<file path="src/rtl/ins_dec_pipe.sv">
// Registered instruction decoder with a 2-entry output/skid buffer,
// RUN/HALTED flow control, flush and a saturating illegal-opcode counter.
module ins_dec_pipe #(
  parameter int INSTR_W    = 32,
  parameter int DATA_W     = 32,
  parameter int NUM_REGS   = 32,
  parameter int OPCODE_W   = 6,
  parameter int CNT_W      = 8,
  parameter int IMM_SIGNED = 1,
  localparam int RA_W      = $clog2(NUM_REGS),
  localparam int IMM_W     = INSTR_W - OPCODE_W - 2*RA_W
) (
  input  logic               clk_i,
  input  logic               rst_i,
  input  logic [INSTR_W-1:0] in_instr_i,
  input  logic               in_valid_i,
  output logic               in_ready_o,
  input  logic               flush_i,
  input  logic               resume_i,
  output logic               out_valid_o,
  input  logic               out_ready_i,
  output logic [RA_W-1:0]    rd_o,
  output logic [RA_W-1:0]    rs1_o,
  output logic [RA_W-1:0]    rs2_o,
  output logic [DATA_W-1:0]  imm_o,
  output logic [2:0]         alu_op_o,
  output logic               use_imm_o,
  output logic               reg_we_o,
  output logic               mem_re_o,
  output logic               mem_we_o,
  output logic               branch_o,
  output logic               jump_o,
  output logic               halt_o,
  output logic               illegal_o,
  output logic [CNT_W-1:0]   illegal_cnt_o,
  output logic               halted_o
);

  localparam int DEC_W = 3*RA_W + DATA_W + 3 + 8;

  typedef enum logic {RUN, HALTED} state_t;

  logic [OPCODE_W-1:0] w_opcode;
  logic [RA_W-1:0]     w_rd;
  logic [RA_W-1:0]     w_rs1;
  logic [RA_W-1:0]     w_rs2;
  logic [IMM_W-1:0]    w_imm;
  logic [DATA_W-1:0]   w_immExt;
  logic [2:0]          w_aluOp;
  logic                w_useImm;
  logic                w_regWe;
  logic                w_memRe;
  logic                w_memWe;
  logic                w_branch;
  logic                w_jump;
  logic                w_halt;
  logic                w_illegal;
  logic [DEC_W-1:0]    w_dec;
  logic                w_accept;
  logic                w_outFree;
  logic                w_skidValidNxt;

  logic [DEC_W-1:0]    r_out;
  logic                r_outValid;
  logic [DEC_W-1:0]    r_skid;
  logic                r_skidValid;
  logic                r_inReady;
  logic [CNT_W-1:0]    r_illCnt;
  state_t              r_state;

  assign w_opcode = in_instr_i[INSTR_W-1 -: OPCODE_W];
  assign w_rd     = in_instr_i[INSTR_W-OPCODE_W-1 -: RA_W];
  assign w_rs1    = in_instr_i[INSTR_W-OPCODE_W-RA_W-1 -: RA_W];
  assign w_imm    = in_instr_i[IMM_W-1:0];
  assign w_rs2    = w_imm[RA_W-1:0];

  generate
    if (DATA_W > IMM_W) begin : g_extend
      if (IMM_SIGNED != 0) begin : g_sext
        assign w_immExt = {{(DATA_W-IMM_W){w_imm[IMM_W-1]}}, w_imm};
      end else begin : g_zext
        assign w_immExt = {{(DATA_W-IMM_W){1'b0}}, w_imm};
      end
    end else begin : g_trunc
      assign w_immExt = w_imm[DATA_W-1:0];
    end
  endgenerate

  always_comb begin
    w_aluOp   = 3'd0;
    w_useImm  = 1'b0;
    w_regWe   = 1'b0;
    w_memRe   = 1'b0;
    w_memWe   = 1'b0;
    w_branch  = 1'b0;
    w_jump    = 1'b0;
    w_halt    = 1'b0;
    w_illegal = 1'b0;
    case (w_opcode)
      OPCODE_W'(0):  ;
      OPCODE_W'(1):  w_regWe = 1'b1;
      OPCODE_W'(2):  begin w_regWe = 1'b1; w_aluOp = 3'd1; end
      OPCODE_W'(3):  begin w_regWe = 1'b1; w_aluOp = 3'd2; end
      OPCODE_W'(4):  begin w_regWe = 1'b1; w_aluOp = 3'd3; end
      OPCODE_W'(5):  begin w_regWe = 1'b1; w_aluOp = 3'd4; end
      OPCODE_W'(6):  begin w_regWe = 1'b1; w_useImm = 1'b1; end
      OPCODE_W'(7):  begin w_regWe = 1'b1; w_useImm = 1'b1; w_memRe = 1'b1; end
      OPCODE_W'(8):  begin w_useImm = 1'b1; w_memWe = 1'b1; end
      OPCODE_W'(9):  begin w_branch = 1'b1; w_useImm = 1'b1; w_aluOp = 3'd1; end
      OPCODE_W'(10): begin w_jump = 1'b1; w_useImm = 1'b1; end
      OPCODE_W'(11): w_halt = 1'b1;
      default:       w_illegal = 1'b1;
    endcase
  end

  assign w_dec = {w_rd, w_rs1, w_rs2, w_immExt, w_aluOp, w_useImm, w_regWe,
                  w_memRe, w_memWe, w_branch, w_jump, w_halt, w_illegal};

  assign w_accept  = in_valid_i && r_inReady;
  assign w_outFree = !r_outValid || out_ready_i;
  // The skid entry only fills when an accept lands on a stalled output.
  assign w_skidValidNxt = w_outFree ? 1'b0 : (r_skidValid || w_accept);

  always_ff @(posedge clk_i) begin
    if (rst_i) begin
      r_out       <= '0;
      r_outValid  <= 1'b0;
      r_skid      <= '0;
      r_skidValid <= 1'b0;
      r_inReady   <= 1'b1;
      r_illCnt    <= '0;
      r_state     <= RUN;
    end else if (flush_i) begin
      r_outValid  <= 1'b0;
      r_skidValid <= 1'b0;
      r_inReady   <= 1'b1;
      r_state     <= RUN;
    end else begin
      if (w_outFree) begin
        if (r_skidValid) begin
          r_out      <= r_skid;
          r_outValid <= 1'b1;
        end else if (w_accept) begin
          r_out      <= w_dec;
          r_outValid <= 1'b1;
        end else begin
          r_outValid <= 1'b0;
        end
      end else if (w_accept) begin
        r_skid <= w_dec;
      end
      r_skidValid <= w_skidValidNxt;

      if (w_accept && w_illegal && (r_illCnt != {CNT_W{1'b1}}))
        r_illCnt <= r_illCnt + 1'b1;

      case (r_state)
        RUN: begin
          if (w_accept && w_halt) begin
            r_state   <= HALTED;
            r_inReady <= 1'b0;
          end else begin
            r_inReady <= !w_skidValidNxt;
          end
        end
        HALTED: begin
          if (resume_i) begin
            r_state   <= RUN;
            r_inReady <= !w_skidValidNxt;
          end else begin
            r_inReady <= 1'b0;
          end
        end
        default: begin
          r_state   <= RUN;
          r_inReady <= !w_skidValidNxt;
        end
      endcase
    end
  end

  assign {rd_o, rs1_o, rs2_o, imm_o, alu_op_o, use_imm_o, reg_we_o,
          mem_re_o, mem_we_o, branch_o, jump_o, halt_o, illegal_o} = r_out;

  assign out_valid_o   = r_outValid;
  assign in_ready_o    = r_inReady;
  assign illegal_cnt_o = r_illCnt;
  assign halted_o      = (r_state == HALTED);

endmodule

</file>
<file path="config.mk">
export PLATFORM = sky130hd
export DESIGN_NAME = ins_dec_pipe
export DESIGN_NICKNAME = d
export VERILOG_FILES = /design/src/rtl/ins_dec_pipe.sv
export SDC_FILE = /design/constraint.sdc
export NUM_CORES = 1
export LEC_CHECK = 0
export CORE_UTILIZATION = 51
export DETAILED_ROUTE_END_ITERATION = 10
export PLACE_DENSITY = 0.95
export SLEW_MARGIN = 20
export SYNTH_ARGS = -nofsm -noshare
export SYNTH_HDL_FRONTEND = slang
export SYNTH_SLANG_ARGS = --single-unit
</file>
<file path="constraint.sdc">
create_clock -name clk_i -period 4.35 [get_ports clk_i]
set_input_delay 0.6525 -clock clk_i [delete_from_list [all_inputs] [get_ports clk_i]]
set_output_delay 0.6525 -clock clk_i [all_outputs]
set_load 0.1 [all_outputs]
</file>
Word-level counts from Yosys, hierarchy flattened
Cells that the tools add are included.

storage, ports and cells
  register bits = 128
  input bits = 38
  output and inout bits = 69
  word-level logic and storage cells = 61

operators by class
  $add $sub $neg = 1
  equal/unequal tests = 12
  multiplexer cells = 20
  bitwise gates (word level) = 3
  reductions and logical operators = 18

operator list
  kind                                                  count
  2-to-1 mux 58 bit                                     2
  equality test 6 x 3 -> 1 bit (second input constant)  4
  equality test 6 x 4 -> 1 bit (second input constant)  4
  2-to-1 mux 1 bit                                      15
  equality test 6 x 2 -> 1 bit (second input constant)  2
  case mux 3 bit (4 select lines)                       1
  OR reduction 12 bit                                   1
  adder 8 x 1 -> 8 bit (second input constant)          1
  != test 8 bit (second input constant)                 1
  OR reduction 7 bit                                    1
  equality test 6 x 1 -> 1 bit (second input constant)  1
  logical NOT 6 bit                                     1
  AND reduction 3 bit                                   2
  OR reduction 5 bit                                    1
  logical AND 1 bit                                     4
  case mux 1 bit (2 select lines)                       2
  OR reduction 2 bit                                    2
  NOT 1 bit                                             3
  logical NOT 1 bit                                     2
  logical OR 1 bit                                      2
  AND reduction 2 bit                                   1
  nonzero test 2 bit                                    1

Logic depth before layout (Yosys ltp)
Gate-level depths: netlist of the first run.

  depth after elaboration = 6
  mapped depth = 6
  gate-level depth less buffers = 5

Least setup slack after synthesis of the first run
No wires, ideal clock.

  path type = register to register
  start = reg r_illCnt[2], in the netlist illegal_cnt_o[2]
  end = reg r_illCnt[7], in the netlist illegal_cnt_o[7]
  setup time = 0.070 ns
  data arrival time = 2.286 ns
  required time = 4.280 ns
  path slack = 1.994 ns
  cell stages (with the launch flop) = 5
  buffers on the path = 0
  clock period less this slack = 2.356 ns
  cells stage by stage = dfxtp_1 > nand4_1 > or2_2 > or4_1 > a21oi_1

on the way
  word-level cells in the longest chain between the ends = 3
  elaborated cells between the ends (all ways) = 4
  classes of those cells = 1 x add/sub; 1 x eq/ne; 2 x reduce/logical

RTL lines
  element                                                                       RTL line  text
  from (decl)                                                                   68        logic [CNT_W-1:0] r_illCnt;
  from (signal assigned)                                                        155       r_illCnt <= r_illCnt + 1'b1;
  parallel branches: the longest is 3 deep, another holds adder 8 x 1 -> 8 bit  -

Several ways; the timed one is not identified.
A chain may end at the register's enable or synchronous reset.

==> results of run 1 <==
## cell usage after synthesis (3+ instances only)
cell type and instances:
nand3_1 5, o21ai_0 4, nand2b_1 3, buf_4 22, nor2_1 44, mux2i_1 30, or4_1 3, nor4b_1 3
or3_1 9, nand2_1 72, nor3_1 9, clkbuf_1 30, a211oi_1 38, dfxtp_1 86, a21oi_1 49, nand3b_1 3
## layer usage
layer,GRT usage [%],vias to the layer above,wire (um)
met4,10.9,0,171
met3,4.17,17,480
met5,0,-,0
li1,-,1643,-
met2,40.1,111,4220
met1,27.4,1577,3700
## report_power, final
group | internal [W] | total, W | switching (W)
combinational | 0.000122 | 0.000487 | 0.000365
sequential | 0.000814 | 0.000832 | 0.0000182
clock | 0.000339 | 0.000623 | 0.000284
## flip-flops by register name (all words and copies together) (netlist names)
| signal | flops |
|---|---|
| r_out | 37 |
| r_skid | 37 |
| illegal_cnt_o | 8 |
| halted_o | 1 |
| in_ready_o | 1 |
| out_valid_o | 1 |
| r_skidValid | 1 |
## per-stage QoR
| step | cells | power [W] | setup slack, ps | util [%] | area (um2) |
|---|---|---|---|---|---|
| finish | 606 | 0.00194 | 1500 | 70.7 | 4880 |
| global route | 606 | 0.00201 | 1380 | 70.7 | 4880 |
| CTS | 606 | 0.00196 | 1460 | 70.7 | 4880 |
| detailed placement | 590 | 0.00134 | 1440 | 67.5 | 4660 |
| global placement | 590 | 0.00133 | 1520 | 67.5 | 4660 |
| floorplan | 437 | 0.00123 | 1990 | - | 3720 |
## final cells by class
type / instances / area [um2]
Sequential cell: 86 / 1720
Clock buffer: 11 / 141
Tap cell: 96 / 120
Multi-Input combinational cell: 295 / 1720
Fill cell: 565 / 2020
Clock inverter: 5 / 82.6
Inverter: 2 / 7.51
Timing Repair Buffer: 111 / 1090
## logic make-up after synthesis
| family | after synthesis | synth area share [%] |
|---|---|---|
| AO/OA/AOI/OAI | 100 | 17.0 |
| flip-flops | 86 | 46.3 |
| adder cells (fa/ha/maj) | 1 | 0.336 |
| AND/OR/NAND/NOR | 162 | 20.0 |
| multiplexers | 30 | 8.07 |
| XOR/XNOR | 2 | 0.471 |
| buffers and inverters | 56 | 7.90 |
## worst max path at each step
stage                                  startpoint                             to  slack [ps]  depth (start not counted)
floorplan           illegal_cnt_o[2]$_SDFFE_PP0P_  illegal_cnt_o[7]$_SDFFE_PP0P_        1990                          4
global placement                          flush_i         r_skid[5]$_SDFFE_PP0P_        1520                          5
detailed placement                        flush_i         r_skid[5]$_SDFFE_PP0P_        1440                          5
CTS                        r_out[42]$_SDFFE_PP0P_                      imm_o[24]        1460                          1
global route               r_out[42]$_SDFFE_PP0P_                      imm_o[31]        1380                          1
finish                     r_out[42]$_SDFFE_PP0P_                      imm_o[24]        1500                          1
## placed cells by master (no fill, tap or decap), types with 2 or more instances in the layout
cell and n:
a211oi_1 38, a21oi_1 49, and3b_1 2, buf_4 5, bufinv_16 2, clkbuf_8 10
clkdlybuf4s50_1 105, clkinvlp_4 3, dfxtp_1 85, inv_1 2, mux2i_1 30, nand2_1 72
nand2b_1 3, nand3_1 5, nand3b_1 3, nor2_1 44, nor3_1 8, nor4b_1 3
o21ai_0 4, o31ai_1 2, or3_1 9, or4_1 3, or4b_1 2, xor2_1 2
==> metrics.txt, run 1 <==
delay-heaviest family, CP=buffers and inverters; Clk pin slew, worst setup/hold paths=about 90 ps; grt ovf=0; Final Cycle Share=65.6%; clock latency on the worst-skew pair=360 ps; DRC=0; Hold EP=r_skid[57]$_SDFFE_PP0P_; status=finished clean; Reg2Reg Depth=6; kind of end point of the critical path=primary output; Buf+Inv Stages, Crit Path=1; Final Critical Period=2850 ps; R2R setup slack=2010 ps; DRT Wirelength=8570 um; post-synth top area cell=dfxtp_1; Max IR drop VDD=0.000266 V; reg2reg start=r_skidValid$_SDFF_PP0_; post-synth top area share=46.3%; Buffers on Ports=approximately 110; CTS resizes=0; sequential element share of the synthesized area=46.3%; worst-path cell chain=clkdlybuf4s50_1; Syn Inst Count=437; ys async rst share=0%; CTS root buf=clkbuf_8; critical path fanouts, max=18; Net Count, Synth=around 480; headroom to the max-slew limit=33.3%; Pleak=approximately 1.6 nW; routed length per instance=14.1 um; synthesized flop and latch total=86; CTS hold repair buffers=0; Critical Path Max Stage Delay=1230 ps; EDFF count, synth=0; CTS tree=yes; synth unique cells=38; Hold Crit Depth=2; DR vias/cell=5.52; io pins=107; H-tree Lvls=3; Die Ht=87.4 um; Final Hold Violating Endpoints=0; critical path class=flip-flop to primary output; routability-driven placement congestion ratio=slightly above 0.9; hold crit path type=flip-flop to flip-flop; via count=3348; drt first pass iters=4; global router's overall resource usage=23.0%; HPWL Detailed=5650 um; pin slew with the least headroom to its limit=~1000 ps; worst hold margin=around 460 ps; cts bufs inserted=9; Longest Clk Path Bufs=2; Post-CTS Repair Setup Buffers=0; worst hold start=r_skid[57]$_SDFFE_PP0P_; vias in the first global route=3031; CTS sink count=86; Die Wd=87.4 um; Setup Skew=12.8 ps; Reg-to-Reg End=r_out[18]$_SDFFE_PP0P_; fmax=about 350 MHz; Synth Warn #=0; # setup viols final=0; share of layout cells above drive strength 1=~5.5%; largest net degree at the start of global routing=74; RSZ-0062 raised after global routing=false; Avg Cell Area, Syn=8.52 um2; number of diodes=0; initial antenna violation count=0; DRT iter0 DRCs=187; CP Data Required Time=3700 ps; top post-synthesis cells by area=dfxtp_1, mux2i_1, a211oi_1; area grow syn2layout=31.3%; TNS Setup=0 ps; Core Box Area=0.00691 mm2; first-pass GRT wire length=approximately 14000 um; Power Density=between 300 and 400 mW/mm2; Antenna Nets Post-Route=0; Max-Cap Viols=0; initial core utilization=53.9%; Slew Viols, Final=0; CP Launch Type=flip-flop; Row Count=30; CP max stage cell=clkdlybuf4s50_1; nets@finish=544; arrival time at the worst endpoint=2200 ps; die area=0.00764 mm2; Syn Std Cell Area=0.00372 mm2; ys flop type=dfxtp_1
Note: power is estimated with default switching activity, not from simulation.
==> inputs of run 2 (changes only) <==
Settings changed: CORE_UTILIZATION 51 to 43, PLACE_DENSITY 0.95 to 0.86.
Clock period 4.35 ns to 2.28 ns, I/O delays scaled along.
==> run 2 against run 1 <==
Clock skew is 4.3 ps lower. Hold slack worse by 3.6 ps. Register-to-register slack worse by 1500 ps. Sequential share of layout area is 0.12 points higher. Critical path type is now input port to flip-flop. Critical endpoint is now illegal_cnt_o[7]$_SDFFE_PP0P_. Largest power group unchanged. Highest routed layer unchanged.
==> metrics.txt, run 2 (synthesis results as in run 1) <==
status=finished clean; Reg-to-Reg End=illegal_cnt_o[7]$_SDFFE_PP0P_; vias in the first global route=3021 (-0.33%); routability-driven placement congestion ratio=0.770 (-15%); Die Ht=95.0 um (+8.7%); Final Cycle Share=82.0%; area grow syn2layout=31.0%; critical path fanouts, max=11 (-7); TNS Setup=0 ps (unchanged); die area=0.00903 mm2 (+18%); Pleak=1.76 nW (+13%); hold crit path type=flip-flop to flip-flop; initial core utilization=44.8% (-9.0 points); Critical Path Max Stage Delay=580 ps (-650 ps); most common cell after layout, fill and taps aside=dfxtp_1; Die Wd=95.0 um (+8.7%); share of layout cells above drive strength 1=21.5% (+16 points); HPWL Detailed=5950 um (+5.3%); # setup viols final=0 (unchanged); CTS tree=yes; CP Data Required Time=2550 ps (-1150 ps); number of diodes=0 (unchanged); worst hold start=r_skid[20]$_SDFFE_PP0P_; Buf+Inv Stages, Crit Path=2 (+1); routed length per instance=13.6 um (-3.9%); share of power burned in registers=42.7% (about the same); Slew Viols, Final=0 (unchanged); Hold Crit Depth=2 (unchanged); CP max stage cell=or4_1; Power Density=763 mW/mm2 (+92%); CP Launch Type=input port; arrival time at the worst endpoint=2140 ps (-60 ps); Row Count=33 (+10%); Antenna Nets Post-Route=0 (unchanged); headroom to the max-slew limit=51.0% (+18 points); Longest Clk Path Bufs=2 (unchanged); DRT iter0 DRCs=130 (-30%); delay-heaviest family, CP=buffers and inverters; Clk pin slew, worst setup/hold paths=90 ps (about the same); P_int=0.00246 W (+93%); pin slew with the least headroom to its limit=735 ps (-263 ps); Max IR drop VDD=0.000359 V (+35%); nets@finish=556 (+2.2%); reg2reg start=illegal_cnt_o[0]$_SDFFE_PP0P_; CTS sink count=86 (unchanged); Post-CTS Repair Setup Buffers=0 (unchanged); Met2 Wirelength=4200 um (-0.36%); largest net degree at the start of global routing=49 (-34%); Worst Slack Setup Final=409 ps (-1090 ps); part of the power in combinational logic=24.9% (-0.2 points); Buffers on Ports=106 (unchanged); drt first pass iters=4 (unchanged); WL met1=3790 um (+2.4%); max layer used=met4; Reg2Reg Depth=5 (-1); global router's overall resource usage=19.9% (-3.1 points); R2R setup slack=520 ps (-1490 ps); H-tree Lvls=3 (unchanged); Switching Fraction=34.0% (-0.35 points); grt ovf=0 (unchanged); kind of end point of the critical path=flip-flop; Core Box Area=0.00830 mm2 (+20%); Hold EP=r_skid[20]$_SDFFE_PP0P_; via count=3274 (-2.2%); io pins=107 (unchanged); share of total power in the clock network=32.4% (+0.3 points); met3 wire length=413 um (-14%); DRC=0 (unchanged); CTS root buf=clkbuf_8; CTS hold repair buffers=0 (unchanged); clock latency on the worst-skew pair=340 ps (-20 ps); cts bufs inserted=9 (unchanged); P_sw=0.00126 W (+90%); CTS resizes=0 (unchanged); most frequent cells in the layout=dfxtp_1, buf_4, nand2_1, a21oi_1, nor2_1; RSZ-0062 raised after global routing=false; Placement Setup Slack=66.5 ps (-1380 ps); Setup Skew=8.50 ps (-4.34 ps); initial antenna violation count=0 (unchanged); fmax=535 MHz; DRT Wirelength=8510 um (-0.61%); Max-Cap Viols=0 (unchanged); worst-path cell chain=clkdlybuf4s50_1 -> buf_4 -> a211o_1 -> o211ai_1 -> or4_1 -> a21oi_1; first-pass GRT wire length=14000 um (+2.4%); critical path class=input port to flip-flop; DR vias/cell=5.22 (-5.5%); Final Hold Violating Endpoints=0 (unchanged); Final Critical Period=between 1500 and 2000 ps
==> run 2: changes by cell type in the layout (fill, tap and decap cells not counted) <==
cell,change
buf_4,+77
clkbuf_8,+1
dfxtp_1,-2
clkinv_2,+1
buf_12,+4
dfxtp_2,+2
clkbuf_1,-1
clkinvlp_4,-2
clkdlybuf4s50_1,-69
clkinv_4,+1
==> run 2: through the flow <==
| stage | cells | hold slack (ps) | power [W] | utilization, % | area, um2 |
|---|---|---|---|---|---|
| floorplan | 437 | 420 | 0.00234 | - | 3720 |
| CTS | 627 | 459 | 0.00376 | 58.7 | 4870 |
| finish | 627 | 456 | 0.00372 | 58.7 | 4870 |
| global placement | 611 | 440 | 0.00254 | 55.9 | 4640 |
| detailed placement | 611 | 447 | 0.00255 | 55.9 | 4640 |
| global route | 627 | 477 | 0.00388 | 58.7 | 4870 |
==> run 2: cell type report <==
type | instances | area (um2)
inverter | 2 | 7.51
fill | 704 | 3420
clock inverter | 5 | 81.3
timing repair buffer | 123 | 1060
clock buffer | 11 | 151
sequential | 86 | 1730
multi-input combinational | 295 | 1720
tap | 105 | 131
==> run 2: worst max-delay path by stage <==
stage / from / endpoint / slack, ps / cells past startpoint
after floorplan: illegal_cnt_o[4]$_SDFFE_PP0P_ / illegal_cnt_o[7]$_SDFFE_PP0P_ / 4 / 4
after global placement: in_instr_i[28] / in_ready_o$_SDFF_PP1_ / 120 / 5
after detailed placement: in_instr_i[28] / in_ready_o$_SDFF_PP1_ / 70 / 5
after CTS: in_instr_i[28] / in_ready_o$_SDFF_PP1_ / 430 / 5
after global routing: in_instr_i[28] / illegal_cnt_o[7]$_SDFFE_PP0P_ / 310 / 6
final: in_instr_i[28] / illegal_cnt_o[7]$_SDFFE_PP0P_ / 410 / 6
==> run 2: power by group through the flow <==
stage                     Sequential (W)  Combinational, W  Clock (W)
after floorplan                  0.00196          0.000377          0
after global placement           0.00162          0.000918          0
after detailed placement         0.00163          0.000926          0
after CTS                        0.00159          0.000927    0.00124
after global routing             0.00160          0.000967    0.00131
final                            0.00159          0.000925    0.00121
==> run 2: metal layers <==
metal	track usage (%)	up-vias
met1	23.8	1509
met2	35.4	90
met5	0	-
li1	-	1664
met4	7.45	0
met3	3.59	11
==> run 2: worst register-to-register path, delay by kind of cell (launching register included) <==
family / cells / cell delay (ps)
AND/OR/NAND/NOR: 2 / 690
AO/OA/AOI/OAI: 2 / 420
flip-flops: 1 / 360
adder cells (fa/ha/maj): 1 / 230
